### src/rtl/morse_pkg.sv
// Morse assembler shared types: ASCII constants, FSM state, lookup.
// morse_lookup maps (count, pattern) to ASCII; first element is the MSB.
package morse_pkg;

  localparam logic [7:0] CH_SPACE   = 8'h20;
  localparam logic [7:0] CH_UNKNOWN = 8'h3F;

  typedef enum logic [1:0] {
    IDLE,
    PUSH_CHAR,
    PUSH_SPACE
  } state_t;

  function automatic logic [7:0] morse_lookup(
    input logic [2:0] cnt,
    input logic [4:0] sym
  );
    logic [7:0] c;
    c = CH_UNKNOWN;
    case (cnt)
      3'd1: c = sym[0] ? 8'h54 : 8'h45;
      3'd2: begin
        case (sym[1:0])
          2'b00:   c = 8'h49;
          2'b01:   c = 8'h41;
          2'b10:   c = 8'h4E;
          default: c = 8'h4D;
        endcase
      end
      3'd3: begin
        case (sym[2:0])
          3'b000:  c = 8'h53;
          3'b001:  c = 8'h55;
          3'b010:  c = 8'h52;
          3'b011:  c = 8'h57;
          3'b100:  c = 8'h44;
          3'b101:  c = 8'h4B;
          3'b110:  c = 8'h47;
          default: c = 8'h4F;
        endcase
      end
      3'd4: begin
        case (sym[3:0])
          4'b0000: c = 8'h48;
          4'b0001: c = 8'h56;
          4'b0010: c = 8'h46;
          4'b0100: c = 8'h4C;
          4'b0110: c = 8'h50;
          4'b0111: c = 8'h4A;
          4'b1000: c = 8'h42;
          4'b1001: c = 8'h58;
          4'b1010: c = 8'h43;
          4'b1011: c = 8'h59;
          4'b1100: c = 8'h5A;
          4'b1101: c = 8'h51;
          default: c = CH_UNKNOWN;
        endcase
      end
      3'd5: begin
        case (sym)
          5'b11111: c = 8'h30;
          5'b01111: c = 8'h31;
          5'b00111: c = 8'h32;
          5'b00011: c = 8'h33;
          5'b00001: c = 8'h34;
          5'b00000: c = 8'h35;
          5'b10000: c = 8'h36;
          5'b11000: c = 8'h37;
          5'b11100: c = 8'h38;
          5'b11110: c = 8'h39;
          default:  c = CH_UNKNOWN;
        endcase
      end
      default: c = CH_UNKNOWN;
    endcase
    return c;
  endfunction

endpackage

### src/rtl/morse_char_fifo.sv
// First-word-fall-through character FIFO; head reads 0x00 when empty.
// Ports: wr_en/wr_data, rd_en/rd_data, empty, full, level (0..DEPTH).
module morse_char_fifo #(
  parameter  int DEPTH = 8,
  localparam int AW    = $clog2(DEPTH)
) (
  input  logic          clk,
  input  logic          reset_n,
  input  logic          wr_en,
  input  logic [7:0]    wr_data,
  input  logic          rd_en,
  output logic [7:0]    rd_data,
  output logic          empty,
  output logic          full,
  output logic [AW:0]   level
);

  localparam logic [AW:0] FULL_LVL = (AW+1)'(DEPTH);

  logic [7:0]    mem [DEPTH];
  logic [AW-1:0] wr_ptr;
  logic [AW-1:0] rd_ptr;
  logic [AW:0]   cnt;
  logic          do_rd;
  logic          do_wr;

  assign empty = (cnt == '0);
  assign full  = (cnt == FULL_LVL);
  assign level = cnt;

  // A pop in the same cycle frees the slot a full write needs.
  assign do_rd = rd_en && !empty;
  assign do_wr = wr_en && (!full || do_rd);

  assign rd_data = empty ? 8'h00 : mem[rd_ptr];

  always_ff @(posedge clk) begin
    if (do_wr) mem[wr_ptr] <= wr_data;
  end

  always_ff @(posedge clk or negedge reset_n) begin
    if (!reset_n) begin
      wr_ptr <= '0;
      rd_ptr <= '0;
      cnt    <= '0;
    end else begin
      if (do_wr) wr_ptr <= wr_ptr + 1'b1;
      if (do_rd) rd_ptr <= rd_ptr + 1'b1;
      case ({do_wr, do_rd})
        2'b10:   cnt <= cnt + 1'b1;
        2'b01:   cnt <= cnt - 1'b1;
        default: cnt <= cnt;
      endcase
    end
  end

endmodule

### src/rtl/morse_char_assembler.sv
// Turns closed Morse element patterns into ASCII (plus word spaces).
// In: symbol/symbol_count, lg/wg, char_ready. Out: char stream, level.
module morse_char_assembler
  import morse_pkg::*;
#(
  parameter  int DEPTH = 8,
  localparam int AW    = $clog2(DEPTH)
) (
  input  logic          clk,
  input  logic          reset_n,
  input  logic [4:0]    symbol,
  input  logic [2:0]    symbol_count,
  input  logic          lg,
  input  logic          wg,
  output logic [7:0]    char_data,
  output logic          char_valid,
  input  logic          char_ready,
  output logic          overflow,
  output logic [AW:0]   fifo_level
);

  state_t      state;
  logic [4:0]  sh_sym;
  logic [2:0]  sh_cnt;
  logic [7:0]  pend_char;
  logic        pend_space;
  logic        last_was_space;
  logic        have_sym;
  logic        wr_en;
  logic [7:0]  wr_data;
  logic        rd_en;
  logic        empty;
  logic        full;

  assign have_sym   = (sh_cnt != 3'd0);
  assign wr_en      = (state == PUSH_CHAR) ||
                      (state == PUSH_SPACE);
  assign wr_data    = (state == PUSH_CHAR) ? pend_char : CH_SPACE;
  assign char_valid = !empty;
  assign rd_en      = char_valid && char_ready;

  // Upstream clears symbol with the gap pulse, so decode the shadow.
  always_ff @(posedge clk or negedge reset_n) begin
    if (!reset_n) begin
      state          <= IDLE;
      sh_sym         <= '0;
      sh_cnt         <= '0;
      pend_char      <= '0;
      pend_space     <= 1'b0;
      last_was_space <= 1'b1;
      overflow       <= 1'b0;
    end else begin
      sh_sym <= symbol;
      sh_cnt <= symbol_count;
      if (wr_en && full && !rd_en) overflow <= 1'b1;
      unique case (state)
        IDLE: begin
          unique case (1'b1)
            wg && have_sym: begin
              pend_char  <= morse_lookup(sh_cnt, sh_sym);
              pend_space <= 1'b1;
              state      <= PUSH_CHAR;
            end
            wg && !have_sym && !last_was_space: begin
              state <= PUSH_SPACE;
            end
            lg && !wg && have_sym: begin
              pend_char  <= morse_lookup(sh_cnt, sh_sym);
              pend_space <= 1'b0;
              state      <= PUSH_CHAR;
            end
            default: ;
          endcase
        end
        PUSH_CHAR: begin
          last_was_space <= 1'b0;
          state <= pend_space ? PUSH_SPACE : IDLE;
        end
        PUSH_SPACE: begin
          last_was_space <= 1'b1;
          state <= IDLE;
        end
        default: state <= IDLE;
      endcase
    end
  end

  morse_char_fifo #(
    .DEPTH (DEPTH)
  ) u_fifo (
    .clk     (clk),
    .reset_n (reset_n),
    .wr_en   (wr_en),
    .wr_data (wr_data),
    .rd_en   (rd_en),
    .rd_data (char_data),
    .empty   (empty),
    .full    (full),
    .level   (fifo_level)
  );

endmodule

### config.mk
export PLATFORM = sky130hd
export DESIGN_NAME = morse_char_assembler
export DESIGN_NICKNAME = d
export VERILOG_FILES = /design/src/rtl/morse_pkg.sv /design/src/rtl/morse_char_fifo.sv /design/src/rtl/morse_char_assembler.sv
export SDC_FILE = /design/constraint.sdc
export NUM_CORES = 1
export LEC_CHECK = 0
export ABC_CLOCK_PERIOD_IN_PS = 2800
export BUFFER_PORTS_ARGS = -buffer_cell sky130_fd_sc_hd__buf_4
export CAP_MARGIN = 20
export CORE_MARGIN = 3
export CORE_UTILIZATION = 50
export CTS_CLUSTER_DIAMETER = 60
export DETAILED_ROUTE_END_ITERATION = 6
export HOLD_SLACK_MARGIN = 0.06
export PLACE_DENSITY = 0.79
export SLEW_MARGIN = 20
export SYNTH_ARGS = -nofsm -noshare
export SYNTH_HDL_FRONTEND = slang
export SYNTH_SLANG_ARGS = --single-unit
### constraint.sdc
create_clock -name clk -period 2.8 [get_ports clk]
set_clock_uncertainty 0.05 [all_clocks]
set_input_delay 0.42 -clock clk [delete_from_list [all_inputs] [get_ports clk]]
set_output_delay 0.42 -clock clk [all_outputs]
set_load 0.05 [all_outputs]
==> impl_metrics.py <==
metrics = {
    "timing": {
        "final-setup-viol-count": 0,
        "hold_viol_final": 0,
        "rsz0062_at_grt": "false",
        "worst_hold_slack_ns": 0.118,
        "min_period_ns": 2.47,
        "max_clock_freq_mhz": 406,
        "setup_slack_ns": 0.334,
        "drv_slew": 0,
        "tightestPinTransition_ns": 0.718,
        "finalCritPeriodShare": 0.881,
        "tns_ns": 0,
        "relSlewSlack": 0.521,
    },
    "min_path": {
        "hold_path_class": "input port to flip-flop",
    },
    "worst_setup_path": {
        "reg2reg_to": "u_fifo.level[2]",
        "crit_fanout": 16,
        "worstPathCellList": "mux4_2, mux2i_1, nor2_1, buf_4",
        "crit_arrival_ns": 2.00,
        "r2r_start": "state[0]",
        "start_kind": "flip-flop",
        "startpoint": "u_fifo.rd_ptr[1]",
        "endpoint": "char_data[2]",
        "rrSetupSlack_ns": 0.40,
        "path_class": "flip-flop to output port",
        "crit_required_ns": 2.33,
        "critPathMaxStageDelay_ns": 0.81,
        "reg2reg_depth": 11,
        "critPathTopFamily": "flip-flops",
        "cp-end-kind": "output port",
        "worst-path-buf-inv": 1,
        "cp_num_cells": 4,
        "slowest_stage": "dfrtp_1",
    },
    "yosys": {
        "synth_top_family_by_area": "multiplexers",
        "synth.mux.area_fraction": 0.115,
        "synth_warnings": 0,
        "synth_seq_area_share": 0.577,
        "synthSimpleGateAreaFrac": 0.110,
        "synth_edf_count": 56,
        "synth_area_per_cell_um2": 13.3,
        "ys_async_sr_fraction": 0.349,
        "yosysUniqueCellTypes": 56,
        "synthXorXnorAreaFrac": 0.0187,
        "synth_area_mm2": 0.00422,
        "synth_ff_type": "edfxtp_1",
        "synthAdderAreaFrac": 0.0475,
        "synthCells": 317,
        "synth_seq_cells": 86,
        "synth_compound_area_frac": 0.0920,
        "synth_nets": 346,
    },
    "floorplanning": {
        "fp.dieW_um": 97.8,
        "ios": 27,
        "core_area_mm2": 0.00797,
        "core.rowCount": 32,
        "start_util": 0.529,
        "dieArea_mm2": 0.00957,
        "die_y_um": 97.8,
    },
    "final_layout": {
        "fin_util": 0.597,
        "nets": 379,
        "drive_above_1_share": 0.234,
        "n_antenna_cell": 0,
        "syn_to_final_growth_pct": 12.8,
    },
    "grt": {
        "grt_first_pass_wirelength_um": 12900,
        "track_usage": 0.170,
        "overflow": 0,
        "first_global_vias": 2573,
        "grt_max_degree": 31,
        "antenna_found_initial": 0,
    },
    "cts": {
        "cts_buffer_depth": 2,
        "clkSinkCount": 86,
        "htree_levels": 3,
        "cts_tree": "yes",
        "root_buffer": "clkbuf_8",
        "cts_buffers": 9,
        "clk_latency_ns": 0.35,
        "ctsResizeCount": 0,
        "clk_pin_slew_ns": 0.09,
    },
    "routing": {
        "vias_per_cell": 5.73,
        "drt_wl_total_um": 7770,
        "num_vias": 2620,
        "initialDrtViolationCount": 274,
        "wire_per_inst_um": 17.0,
        "first_pass_iters": 4,
        "drt_drc_violations_left": 0,
        "postRouteAntennaNets": 0,
    },
    "power_and_ir_drop": {
        "power.total_mw": 5.32,
        "clock_power_share": 0.184,
        "switching_share": 0.390,
        "switchingPower_mw": 2.08,
        "cellPowerDensity_mw_per_mm2": 1120,
        "seqPwrFrac": 0.394,
        "p_leak_nw": 1.82,
        "combPwrFrac": 0.422,
        "ir_worst_vdd_mv": 0.412,
        "p_int_mw": 3.24,
    },
    "status": {
        "status": "completed",
    },
    "placement": {
        "place_ws_ns": 0.413,
        "port_buffers": 25,
        "dpl.hpwl_um": 5300,
        "gp_congestion": 0.867,
    },
    "run": {
        "maxCapViolations": 0,
    },
}
## cells by family after synthesis
group | after synthesis
xor gates and xnor gates | 9
adders and majority gates | 16
AOI/OAI and AO/OA | 55
DFF | 86
and+or+nand+nor | 90
other | 1
muxes | 28
buffers and inverters | 32
## power groups by stage
stage               clock (mW)  combinational, mW  sequential, mW
CTS                       1.00               2.28            2.10
floorplan                    0               1.63            2.12
global placement             0               2.20            2.10
global route              1.06               2.45            2.14
detailed placement           0               2.26            2.12
finish                   0.981               2.24            2.09
## through the flow
step                instance area (µm²)  cells
finish                             4760    457
global route                       4760    457
CTS                                4760    457
detailed placement                 4520    440
global placement                   4520    440
floorplan                          4220    317
## per-layer routing
layer | vias to the layer above | global-route usage | share of wire
li1 | 1255 | - | -
met1 | 1270 | 0.218 | 0.42
met5 | - | 0 | 0
met2 | 86 | 0.287 | 0.52
met3 | 9 | 0.0393 | 0.048
met4 | 0 | 0.0532 | 0.011
## timing repair
action                                 in CTS  in global routing
setup buffers                               0                  0
endpoints found under the hold margin      29                  0
hold buffers                                1                  0
## final cells by class
cell class	count	area (µm²)
Clock buffer	9	124
Sequential cell	86	2430
Timing Repair Buffer	38	288
Clock inverter	7	105
Fill cell	621	3210
Inverter	16	60.1
Multi-Input combinational cell	199	1620
Tap cell	102	128
## sequential cells by signal, summed over array words and instances, names as in the netlist
| signal | cells |
|---|---|
| overflow | 1 |
| state | 2 |
| last_was_space | 1 |
| sh_sym | 5 |
| u_fifo.wr_ptr | 3 |
| u_fifo.mem | 56 |
| pend_space | 1 |
| u_fifo.rd_ptr | 3 |
| u_fifo.level | 4 |
| sh_cnt | 3 |
| pend_char | 7 |
## worst register-to-register path: cells and delay by family, from the launching register on
kind,cells,cell delay [ns]
AOI/OAI and AO/OA,1,0.15
DFF,1,0.37
buffers and inverters,2,0.19
adders and majority gates,3,0.80
xor gates and xnor gates,3,0.48
and+or+nand+nor,2,0.28
## how the worst min path moves through the flow
| stage | start | endpoint | slack, ns | cells past startpoint |
|---|---|---|---|---|
| global placement | reset_n | sh_sym[2] | 0.32 | 1 |
| finish | symbol[4] | sh_sym[4] | 0.12 | 1 |
| CTS | symbol[4] | sh_sym[4] | 0.10 | 1 |
| detailed placement | reset_n | sh_sym[4] | 0.33 | 1 |
| global route | symbol[4] | sh_sym[4] | 0.09 | 1 |
| floorplan | reset_n | overflow | 0.07 | 0 |
## cells in the mapped netlist, drive strengths merged (3+ instances only)
| cell type | number | area (µm²) |
|---|---|---|
| and2 | 7 | 43.8 |
| dfrtp | 29 | 726 |
| nor2b | 3 | 18.8 |
| nand3 | 4 | 20.0 |
| ha | 16 | 200 |
| mux2i | 10 | 100 |
| buf | 12 | 88.8 |
| xnor2 | 5 | 43.8 |
| nor3 | 7 | 40.0 |
| nor2 | 31 | 116 |
| nand2 | 16 | 60.1 |
| o2bb2ai | 3 | 26.3 |
| nand2b | 8 | 50.1 |
| nor4 | 4 | 40.0 |
| o211ai | 3 | 22.5 |
| inv | 16 | 60.1 |
| edfxtp | 56 | 1680 |
| xor2 | 4 | 35.0 |
| o21ai | 9 | 45.0 |
| mux4 | 16 | 360 |
| clkbuf | 4 | 15.0 |
| a21oi | 11 | 55.1 |
| a31oi | 6 | 37.5 |
| or3 | 3 | 18.8 |
## cells in the final DEF (no fill, tap or decap), drive strengths merged, types with 9 or more instances in the layout
cell	instances
o21ai	9
inv	19
nand2	16
buf	37
ha	16
edfxtp	56
nor2	31
mux4	16
clkbuf	9
dfrtp	29
mux2i	10
a21oi	11
Note: power is estimated with default switching activity, not from simulation.
